<file path="src/rtl/load_store_ctrl_if.sv">
// Bus bundle between the MEM stage, the load/store controller and the data memory.
// The master modport is the controller side; the slave modport is the CPU/memory environment.
interface load_store_ctrl_if #(
    parameter int unsigned DATA_W = 32,
    parameter int unsigned ADDR_W = 8
);
    logic              req_valid;
    logic              req_store;
    logic [1:0]        req_size;
    logic              req_unsigned;
    logic [ADDR_W+1:0] req_addr;
    logic [DATA_W-1:0] req_wdata;
    logic              busy;
    logic              done;
    logic              err;
    logic [DATA_W-1:0] load_data;
    logic              memory_read;
    logic              memory_write;
    logic [ADDR_W-1:0] mem_addr;
    logic [DATA_W-1:0] mem_wdata;
    logic [DATA_W-1:0] mem_rdata;

    modport master (
        input  req_valid, req_store, req_size, req_unsigned, req_addr, req_wdata, mem_rdata,
        output busy, done, err, load_data, memory_read, memory_write, mem_addr, mem_wdata
    );

    modport slave (
        output req_valid, req_store, req_size, req_unsigned, req_addr, req_wdata, mem_rdata,
        input  busy, done, err, load_data, memory_read, memory_write, mem_addr, mem_wdata
    );
endinterface

</file>
<file path="src/rtl/load_store_ctrl.sv">
// Data-memory initiator: byte/half/word loads with extension, stores with read-modify-write
// for sub-word sizes. Memory writes on negedge and reads combinationally; byte lanes are big-endian.
module load_store_ctrl #(
    parameter int unsigned DATA_W = 32,
    parameter int unsigned ADDR_W = 8
) (
    input  logic                clk,
    input  logic                rst_n,
    load_store_ctrl_if.master   bus
);
    localparam int unsigned BA_W = ADDR_W + 2;

    typedef enum logic [1:0] {
        S_IDLE  = 2'd0,
        S_READ  = 2'd1,
        S_WRITE = 2'd2,
        S_DONE  = 2'd3
    } state_t;

    state_t            state_q, state_d;
    logic              accept_c;
    logic              bad_c;
    logic              store_q;
    logic              uns_q;
    logic [1:0]        size_q;
    logic [1:0]        off_q;
    logic [15:0]       wdata_q;
    logic [DATA_W-1:0] merged_c;
    logic [DATA_W-1:0] extended_c;
    logic [7:0]        byte_c;
    logic [15:0]       half_c;

    logic              busy_d, done_d, err_d, rd_d, wr_d;
    logic [DATA_W-1:0] mem_wdata_d, load_data_d;

    assign accept_c = (state_q == S_IDLE) && bus.req_valid;

    // Alignment / legality check on the incoming request
    always_comb begin
        bad_c = 1'b0;
        unique case (bus.req_size)
            2'b00:   bad_c = 1'b0;
            2'b01:   bad_c = bus.req_addr[0];
            2'b10:   bad_c = (bus.req_addr[1:0] != 2'b00);
            default: bad_c = 1'b1;
        endcase
    end

    always_ff @(posedge clk or negedge rst_n) begin
        if (!rst_n) state_q <= S_IDLE;
        else        state_q <= state_d;
    end

    always_comb begin
        state_d = state_q;
        unique case (state_q)
            S_IDLE: begin
                if (accept_c) begin
                    if (bad_c)                       state_d = S_DONE;
                    else if (!bus.req_store)         state_d = S_READ;
                    else if (bus.req_size == 2'b10)  state_d = S_WRITE;
                    else                             state_d = S_READ;
                end
            end
            S_READ:  state_d = store_q ? S_WRITE : S_DONE;
            S_WRITE: state_d = S_DONE;
            S_DONE:  state_d = S_IDLE;
            default: state_d = S_IDLE;
        endcase
    end

    // Sub-word store: replace the addressed lane(s) of the word just read
    always_comb begin
        merged_c = bus.mem_rdata;
        if (size_q == 2'b00) begin
            unique case (off_q)
                2'd0:    merged_c[31:24] = wdata_q[7:0];
                2'd1:    merged_c[23:16] = wdata_q[7:0];
                2'd2:    merged_c[15:8]  = wdata_q[7:0];
                default: merged_c[7:0]   = wdata_q[7:0];
            endcase
        end else if (off_q[1]) begin
            merged_c[15:0] = wdata_q;
        end else begin
            merged_c[31:16] = wdata_q;
        end
    end

    // Load lane select and sign/zero extension
    always_comb begin
        unique case (off_q)
            2'd0:    byte_c = bus.mem_rdata[31:24];
            2'd1:    byte_c = bus.mem_rdata[23:16];
            2'd2:    byte_c = bus.mem_rdata[15:8];
            default: byte_c = bus.mem_rdata[7:0];
        endcase
        half_c = off_q[1] ? bus.mem_rdata[15:0] : bus.mem_rdata[31:16];
        unique case (size_q)
            2'b00:   extended_c = uns_q ? {24'd0, byte_c} : {{24{byte_c[7]}}, byte_c};
            2'b01:   extended_c = uns_q ? {16'd0, half_c} : {{16{half_c[15]}}, half_c};
            default: extended_c = bus.mem_rdata;
        endcase
    end

    // Next values of the registered outputs, keyed on the state being entered
    always_comb begin
        busy_d      = (state_d != S_IDLE);
        done_d      = (state_d == S_DONE);
        rd_d        = (state_d == S_READ);
        wr_d        = (state_d == S_WRITE);
        err_d       = accept_c && bad_c;
        mem_wdata_d = '0;
        load_data_d = bus.load_data;
        if (state_d == S_WRITE) begin
            mem_wdata_d = (state_q == S_READ) ? merged_c : bus.req_wdata;
        end
        if ((state_q == S_READ) && !store_q) begin
            load_data_d = extended_c;
        end
    end

    always_ff @(posedge clk or negedge rst_n) begin
        if (!rst_n) begin
            bus.busy         <= 1'b0;
            bus.done         <= 1'b0;
            bus.err          <= 1'b0;
            bus.memory_read  <= 1'b0;
            bus.memory_write <= 1'b0;
            bus.mem_wdata    <= '0;
            bus.load_data    <= '0;
        end else begin
            bus.busy         <= busy_d;
            bus.done         <= done_d;
            bus.err          <= err_d;
            bus.memory_read  <= rd_d;
            bus.memory_write <= wr_d;
            bus.mem_wdata    <= mem_wdata_d;
            bus.load_data    <= load_data_d;
        end
    end

    // Request fields captured at accept
    always_ff @(posedge clk or negedge rst_n) begin
        if (!rst_n) begin
            bus.mem_addr <= '0;
            store_q      <= 1'b0;
            uns_q        <= 1'b0;
            size_q       <= 2'b00;
            off_q        <= 2'b00;
            wdata_q      <= '0;
        end else if (accept_c) begin
            bus.mem_addr <= bus.req_addr[BA_W-1:2];
            store_q      <= bus.req_store;
            uns_q        <= bus.req_unsigned;
            size_q       <= bus.req_size;
            off_q        <= bus.req_addr[1:0];
            wdata_q      <= bus.req_wdata[15:0];
        end
    end
endmodule

</file>
<file path="src/flat_wrapper.sv">
// flat-port wrapper written by rule: the top's interface ports become plain ports
module load_store_ctrl_flat 
#(
    parameter int unsigned DATA_W = 32,
    parameter int unsigned ADDR_W = 8
)
  (clk, rst_n, bus_req_valid, bus_req_store, bus_req_size, bus_req_unsigned, bus_req_addr, bus_req_wdata, bus_mem_rdata, bus_busy, bus_done, bus_err, bus_load_data, bus_memory_read, bus_memory_write, bus_mem_addr, bus_mem_wdata);
  load_store_ctrl_if #(.DATA_W(DATA_W), .ADDR_W(ADDR_W)) bus_i ();
  input  logic clk;
  input  logic rst_n;
  input wire logic [$bits(bus_i.req_valid)-1:0] bus_req_valid;
  input wire logic [$bits(bus_i.req_store)-1:0] bus_req_store;
  input wire logic [$bits(bus_i.req_size)-1:0] bus_req_size;
  input wire logic [$bits(bus_i.req_unsigned)-1:0] bus_req_unsigned;
  input wire logic [$bits(bus_i.req_addr)-1:0] bus_req_addr;
  input wire logic [$bits(bus_i.req_wdata)-1:0] bus_req_wdata;
  input wire logic [$bits(bus_i.mem_rdata)-1:0] bus_mem_rdata;
  output wire logic [$bits(bus_i.busy)-1:0] bus_busy;
  output wire logic [$bits(bus_i.done)-1:0] bus_done;
  output wire logic [$bits(bus_i.err)-1:0] bus_err;
  output wire logic [$bits(bus_i.load_data)-1:0] bus_load_data;
  output wire logic [$bits(bus_i.memory_read)-1:0] bus_memory_read;
  output wire logic [$bits(bus_i.memory_write)-1:0] bus_memory_write;
  output wire logic [$bits(bus_i.mem_addr)-1:0] bus_mem_addr;
  output wire logic [$bits(bus_i.mem_wdata)-1:0] bus_mem_wdata;
  assign bus_i.req_valid = bus_req_valid;
  assign bus_i.req_store = bus_req_store;
  assign bus_i.req_size = bus_req_size;
  assign bus_i.req_unsigned = bus_req_unsigned;
  assign bus_i.req_addr = bus_req_addr;
  assign bus_i.req_wdata = bus_req_wdata;
  assign bus_i.mem_rdata = bus_mem_rdata;
  assign bus_busy = bus_i.busy;
  assign bus_done = bus_i.done;
  assign bus_err = bus_i.err;
  assign bus_load_data = bus_i.load_data;
  assign bus_memory_read = bus_i.memory_read;
  assign bus_memory_write = bus_i.memory_write;
  assign bus_mem_addr = bus_i.mem_addr;
  assign bus_mem_wdata = bus_i.mem_wdata;
  load_store_ctrl #(.DATA_W(DATA_W), .ADDR_W(ADDR_W)) u_core (.clk(clk), .rst_n(rst_n), .bus(bus_i));
endmodule
</file>
<file path="config.mk">
export PLATFORM = sky130hd
export DESIGN_NAME = load_store_ctrl_flat
export DESIGN_NICKNAME = d
export VERILOG_FILES = /design/src/rtl/load_store_ctrl_if.sv /design/src/rtl/load_store_ctrl.sv /design/src/flat_wrapper.sv
export SDC_FILE = /design/constraint.sdc
export NUM_CORES = 1
export LEC_CHECK = 0
export ABC_AREA = 1
export CAP_MARGIN = 20
export CORE_MARGIN = 2
export CORE_UTILIZATION = 45
export CTS_BUF_LIST = sky130_fd_sc_hd__clkbuf_4 sky130_fd_sc_hd__clkbuf_8
export CTS_CLUSTER_SIZE = 12
export DETAILED_ROUTE_END_ITERATION = 7
export GPL_ROUTABILITY_DRIVEN = 0
export PLACE_DENSITY = 0.83
export SETUP_SLACK_MARGIN = 0.5
export SYNTH_ARGS = -nofsm -noshare
export SYNTH_HDL_FRONTEND = slang
export SYNTH_SLANG_ARGS = --single-unit
export TNS_END_PERCENT = 1
</file>
<file path="constraint.sdc">
create_clock -name clk -period 1.38 [get_ports clk]
set_input_delay 0.276 -clock clk [delete_from_list [all_inputs] [get_ports clk]]
set_output_delay 0.276 -clock clk [all_outputs]
set_load 0.03 [all_outputs]
</file>
After elaboration in Yosys (flattened, before gate mapping):

Cells that the tools add are included.

* word-level logic and storage cells: 57
* bits in registers: 101
* memories: 0
* output and inout bits: 77
* memory bits (writable): 0
* latch bits: 0
* ROM bits: 0
* input port bits: 81

* add/sub/neg operators: 0
* shift operators: 0
* multiplexer cells: 21
* magnitude comparators: 0
* $mul: 0
* divide/modulo/power cells: 0
* reduce and logical (&&, ||, !) cells: 11
* eq/ne operators: 11
* bitwise gates (word level): 0

Operators with widths (count)
* $mux 32: 5
* $pmux 32 s2: 1
* $mux 16: 3
* $mux 8: 4
* $pmux 8 s3: 1
* $eq 2x2->1 const B: 6
* $eq 2x1->1 const B: 5
* $logic_not 2->1: 4
* $mux 2: 4
* $pmux 2 s4: 1
* $reduce_bool 2->1: 2
* $logic_and 1x1->1: 3
* $pmux 1 s3: 1
* $reduce_or 3->1: 1
* $logic_not 1->1: 1
* $mux 1: 1

Longest topological paths before layout:

* depth in word-level cells: 8
* gate-level depth with buffers: 10
* mapped depth without buffers: 10

Worst setup path before layout:

OpenSTA, ideal clock, no wires.

* path type: flip-flop to flip-flop
* start point: register u_core.state_q[0]
* end point: register u_core.bus.mem_wdata[4]
* cell stages (with the launch flop): 10
* required time: 1259 ps
* period minus slack after synthesis: 1489 ps
* arrival: 1368 ps
* path buffers: 2
* path slack: -109 ps
* setup time: 121 ps
* cell sequence: dfrtp_1 inv_1 ha_1 nand2_2 buf_6 a21boi_1 a21oi_2 nand2_2 buf_6 nor2_1

* cells in the longest elaborated chain, start to end: 6
* elaborated cells between the ends (all ways): 10
* those cells by class: eq/ne: 4; mux: 4; reduce/logical: 2

RTL lines
* from (decl): line load_store_ctrl.sv:20 `state_t state_q, state_d;`
* from (signal assigned): line load_store_ctrl.sv:51 `else state_q <= state_d;`
* $logic_not 2->1: line load_store_ctrl.sv:36, load_store_ctrl.sv:56
* $logic_and 1x1->1: line load_store_ctrl.sv:36 `assign accept_c = (state_q == S_IDLE) && bus.req_valid;`
* $mux 2: line load_store_ctrl.sv:58 `if (accept_c) begin`
* $pmux 2 s4: line load_store_ctrl.sv:56 `unique case (state_q)`
* $eq 2x2->1: line load_store_ctrl.sv:114 `if (state_d == S_WRITE) begin`
* $mux 32 (*): line load_store_ctrl.sv:114
* net u_core.mem_wdata_d[4]: line load_store_ctrl.sv:34 `logic [DATA_W-1:0] mem_wdata_d, load_data_d;`
* to (signal assigned): line load_store_ctrl.sv:137 `bus.mem_wdata <= mem_wdata_d;`
* to (decl): line load_store_ctrl_if.sv:25 `output busy, done, err, load_data, memory_read, memory_write, mem_addr, mem_wdata`

The timed path passes the listed nets; every way through them passes the cells marked *.
A chain may end at the register's enable or synchronous reset.

Worst setup path after layout:

* start point: register u_core.state_q[1]
* end point: register u_core.bus.mem_wdata[13]

The elaborated chain is that of the path after synthesis.

==> summary.md <==
| Metric | Value |
|---|---|
| Post-synthesis cell area | slightly below 0.006 mm2 |
| HPWL after detailed placement | approximately 13 mm |
| Max cap viols | 0 |
| Final hold violation count | 0 |
| WL final | around 18 mm |
| Dpl ws | -0.321 ns |
| FF/Latch Area | 0.00253 mm2 |
| Layout cells sized above 1 | 0.288 |
| DR vias | approximately 6000 |
| Multi-input logic area | 0.00279 mm2 |
| Max-slew headroom | 0.777 |
| Final TNS setup | -9.57 ns |
| Synthesized instance count | ~750 |
| Post-Place Cells | 1109 |
| Largest net degree at the start of global routing | 65 |
| Internal Power | 0.0115 W |
| Least-Margin Pin Slew | ~0.34 ns |
| Antenna violations before repair | 0 |
| H-tree level count | 3 |
| Sequential share of power | 0.260 |
| HP Class | input pin to async pin |
| Clk slew on worst S/H paths | roughly 0.09 ns |
| Design area | between 0.008 and 0.009 mm2 |
| Yosys warns | 0 |
| Static Leak | ~4.2 nW |
| DR iter-0 viols | ~590 |
| CTS max path bufs | 2 |
| Die H | between 100 and 150 um |
| CTS root buffer | clkbuf_8 |
| # setup viols final | 76 |
| Fin. max-slew vios | 0 |
| DRT Pass-1 Iters | 6 |
| Dominant synthesized flop cell | dfrtp_1 |
| I/O Buffers | ~160 |
| Net Sw Frac | 0.454 |
| NumNets Final | 1036 |
| Vias in the first global route | ~5900 |
| Diodes inserted | 0 |
| ANT nets after route | 0 |
| Status | complete, but fails checks |
| Ys async rst share | 1.00 |
| Fin crit period | 1.59 ns |
| Clock share of power | 0.095 |
| Post-Syn Nets | 830 |
| Initial Util | 0.460 |
| Yosys reg bits | roughly 100 |
| Logic gate share of total power | 0.645 |
| Syn Area/Cell | just under 8 um2 |
| Setup Skew | about 0.0084 ns |
| Core area | 0.0126 mm2 |
| GRT Total Usage | 0.267 |
| Fraction of the yosys area taken by sequential cells | 0.436 |
| Crit Path Class | register to register |
| GRT overflow | 0 |
| Area growth syn-to-layout | 50.2% |
| Failing checks | negative setup slack |
| Critical path data required time | ~1.7 ns |
| Io pins | around 160 |
| Number of enable flip-flop cells after synthesis | 0 |
| Worst-Skew Late Latency | between 0.3 and 0.4 ns |
| Fillers | 1005 |
| Worst Setup End Kind | register |
| Final worst slack | -0.207 ns |
| RSZ-0062 raised after global routing | true |
| Peak VDD IR | about 1500 uV |
| Row count | 41 |
| Synth cell types | 33 |
| Die Area | ~0.014 mm2 |
| Clock tree sinks | approximately 100 |
| Num CTS Buffers | 9 |
| Worst setup SP type | register |
| PD cells | 2420 mW/mm2 |
| Placed Area | 0.00835 mm2 |
| Final period utilization | 1.15 |
| Die span in x | ~120 um |
| Highest clock rate | around 630 MHz |
| First-pass GRT wire length | approximately 30 mm |
| Worst Path Arrival | roughly 1.9 ns |
| Final cell count without fillers | 1128 |
| Residual DRC | 0 |
| Via density | around 5.3 |
| Net Switching | about 0.0095 W |
| CTS tree | done |
| Max FO, Critical Path | 33 |
| Avg WL per Cell | approximately 16 um |
-- cell usage in the layout (no fill, tap or decap), types with 2 or more instances in the layout --
cell	count
o22ai_1	4
or2_2	24
nand3_1	66
mux2_2	15
o21ai_0	35
buf_4	68
inv_1	67
nand3_2	13
clkinv_2	3
a21oi_2	13
ha_1	2
dfrtp_1	100
o211ai_1	24
buf_6	52
nor2_2	6
buf_12	39
o21ai_1	24
nand4_1	15
clkbuf_8	12
nand2_1	157
inv_2	10
nor2_1	75
a21oi_1	31
nand2_4	2
clkdlybuf4s50_1	79
nand2_2	7
-- cells by family (layout without fill, tap and decap cells) --
family,after synthesis,after routing,synth area share
simple gates,370,370,0.298
flops,101,101,0.436
fa+ha+maj,4,4,0.00863
buf+inv,122,333,0.0984
mux,15,15,0.0291
compound gates,133,133,0.130
-- registers in the layout (all words and copies together), names as in the netlist, 2 cells and up --
name and flops:
u_core.state_q 2, u_core.size_q 2, u_core.wdata_q 16, u_core.bus.mem_wdata 32, u_core.off_q 2, u_core.bus.load_data 32, u_core.bus.mem_addr 8
-- critical path: stages, from the launching register on --
cell	delay, ns
dfrtp_1	0.41
inv_2	0.10
ha_2	0.24
nand2_4	0.06
inv_2	0.10
nor2_1	0.05
nor2_1	0.12
a21oi_2	0.06
nand2_2	0.07
buf_12	0.18
nor2_1	0.06
-- power groups by stage --
stage	logic, W	clock network, W	registers (W)
after floorplan	0.00607	0	0.00681
after global placement	0.0129	0	0.00534
after detailed placement	0.0132	0	0.00535
after CTS	0.0134	0.00204	0.00544
after global routing	0.0146	0.00215	0.00561
final	0.0136	0.00200	0.00546
-- area by class of cell --
| class | instances | area share |
|---|---|---|
| Multi-Input combinational cell | 522 | 0.320 |
| Timing Repair Buffer | 239 | 0.307 |
| Sequential cell | 101 | 0.290 |
| Inverter | 78 | 0.0339 |
| Tap cell | 172 | 0.0247 |
| Clock buffer | 12 | 0.0190 |
| Clock inverter | 4 | 0.00517 |
-- cells in the mapped netlist (6+ instances only) --
cell      number  share of area
nand2_1      159           0.10
dfrtp_1      101           0.44
nor2_1        80          0.052
inv_1         71          0.046
nand3_1       66          0.057
a21oi_1       41          0.035
o21ai_0       37          0.032
o211ai_1      24          0.031
or2_2         24          0.026
o21ai_1       22          0.019
buf_2         15          0.013
mux2_2        15          0.029
nand4_1       15          0.016
nand3_2       13          0.022
clkbuf_1      12         0.0078
buf_6         10          0.019
inv_2          6         0.0039
nand2_2        6         0.0065
-- routing by layer --
metal	vias up	wire length, um	track usage
met5	-	0	0
met4	0	457	0.0798
li1	2836	-	-
met3	42	1760	0.0790
met1	2747	7290	0.353
met2	319	8420	0.425
-- path summary, 6_finish.rpt --
path,start,to,slack [ns],cells past startpoint
setup / recovery,u_core.state_q[1]$_DFF_PN0_,u_core.bus.mem_wdata[13]$_DFF_PN0_,-0.21,10
hold / removal,rst_n,u_core.bus.memory_write$_DFF_PN0_,0.41,3
setup reg to reg,u_core.state_q[1]$_DFF_PN0_,u_core.bus.mem_wdata[13]$_DFF_PN0_,-0.21,10
hold reg to reg,u_core.bus.mem_addr[0]$_DFFE_PN0N_,u_core.bus.mem_addr[0]$_DFFE_PN0N_,0.54,1
max in group asynchronous,rst_n,u_core.bus.load_data[25]$_DFFE_PN0P_,0.68,3
min in group clk,bus_req_wdata[31],u_core.bus.mem_wdata[31]$_DFF_PN0_,0.47,3
-- per-stage QoR --
step	total power, W	hold WS [ns]	util
6_report	0.0210	0.415	0.690
5_1_grt	0.0224	0.468	0.690
4_1_cts	0.0209	0.429	0.686
3_5_place_dp	0.0185	0.286	0.661
3_3_place_gp	0.0182	0.278	0.661
2_1_floorplan	0.0129	-0.0196	-
-- what timing repair did --
action / 4_1_cts / 5_1_grt
endpoints found under the hold margin: 101 / 0
pin swaps: 3 / 5
setup endpoints to repair: 178 / 178
hold buffers: 1 / 0
buffers inserted: 0 / 2
cloned: 0 / 0
gates resized for setup: 348 / 14
(Power assumes the default switching activity.)
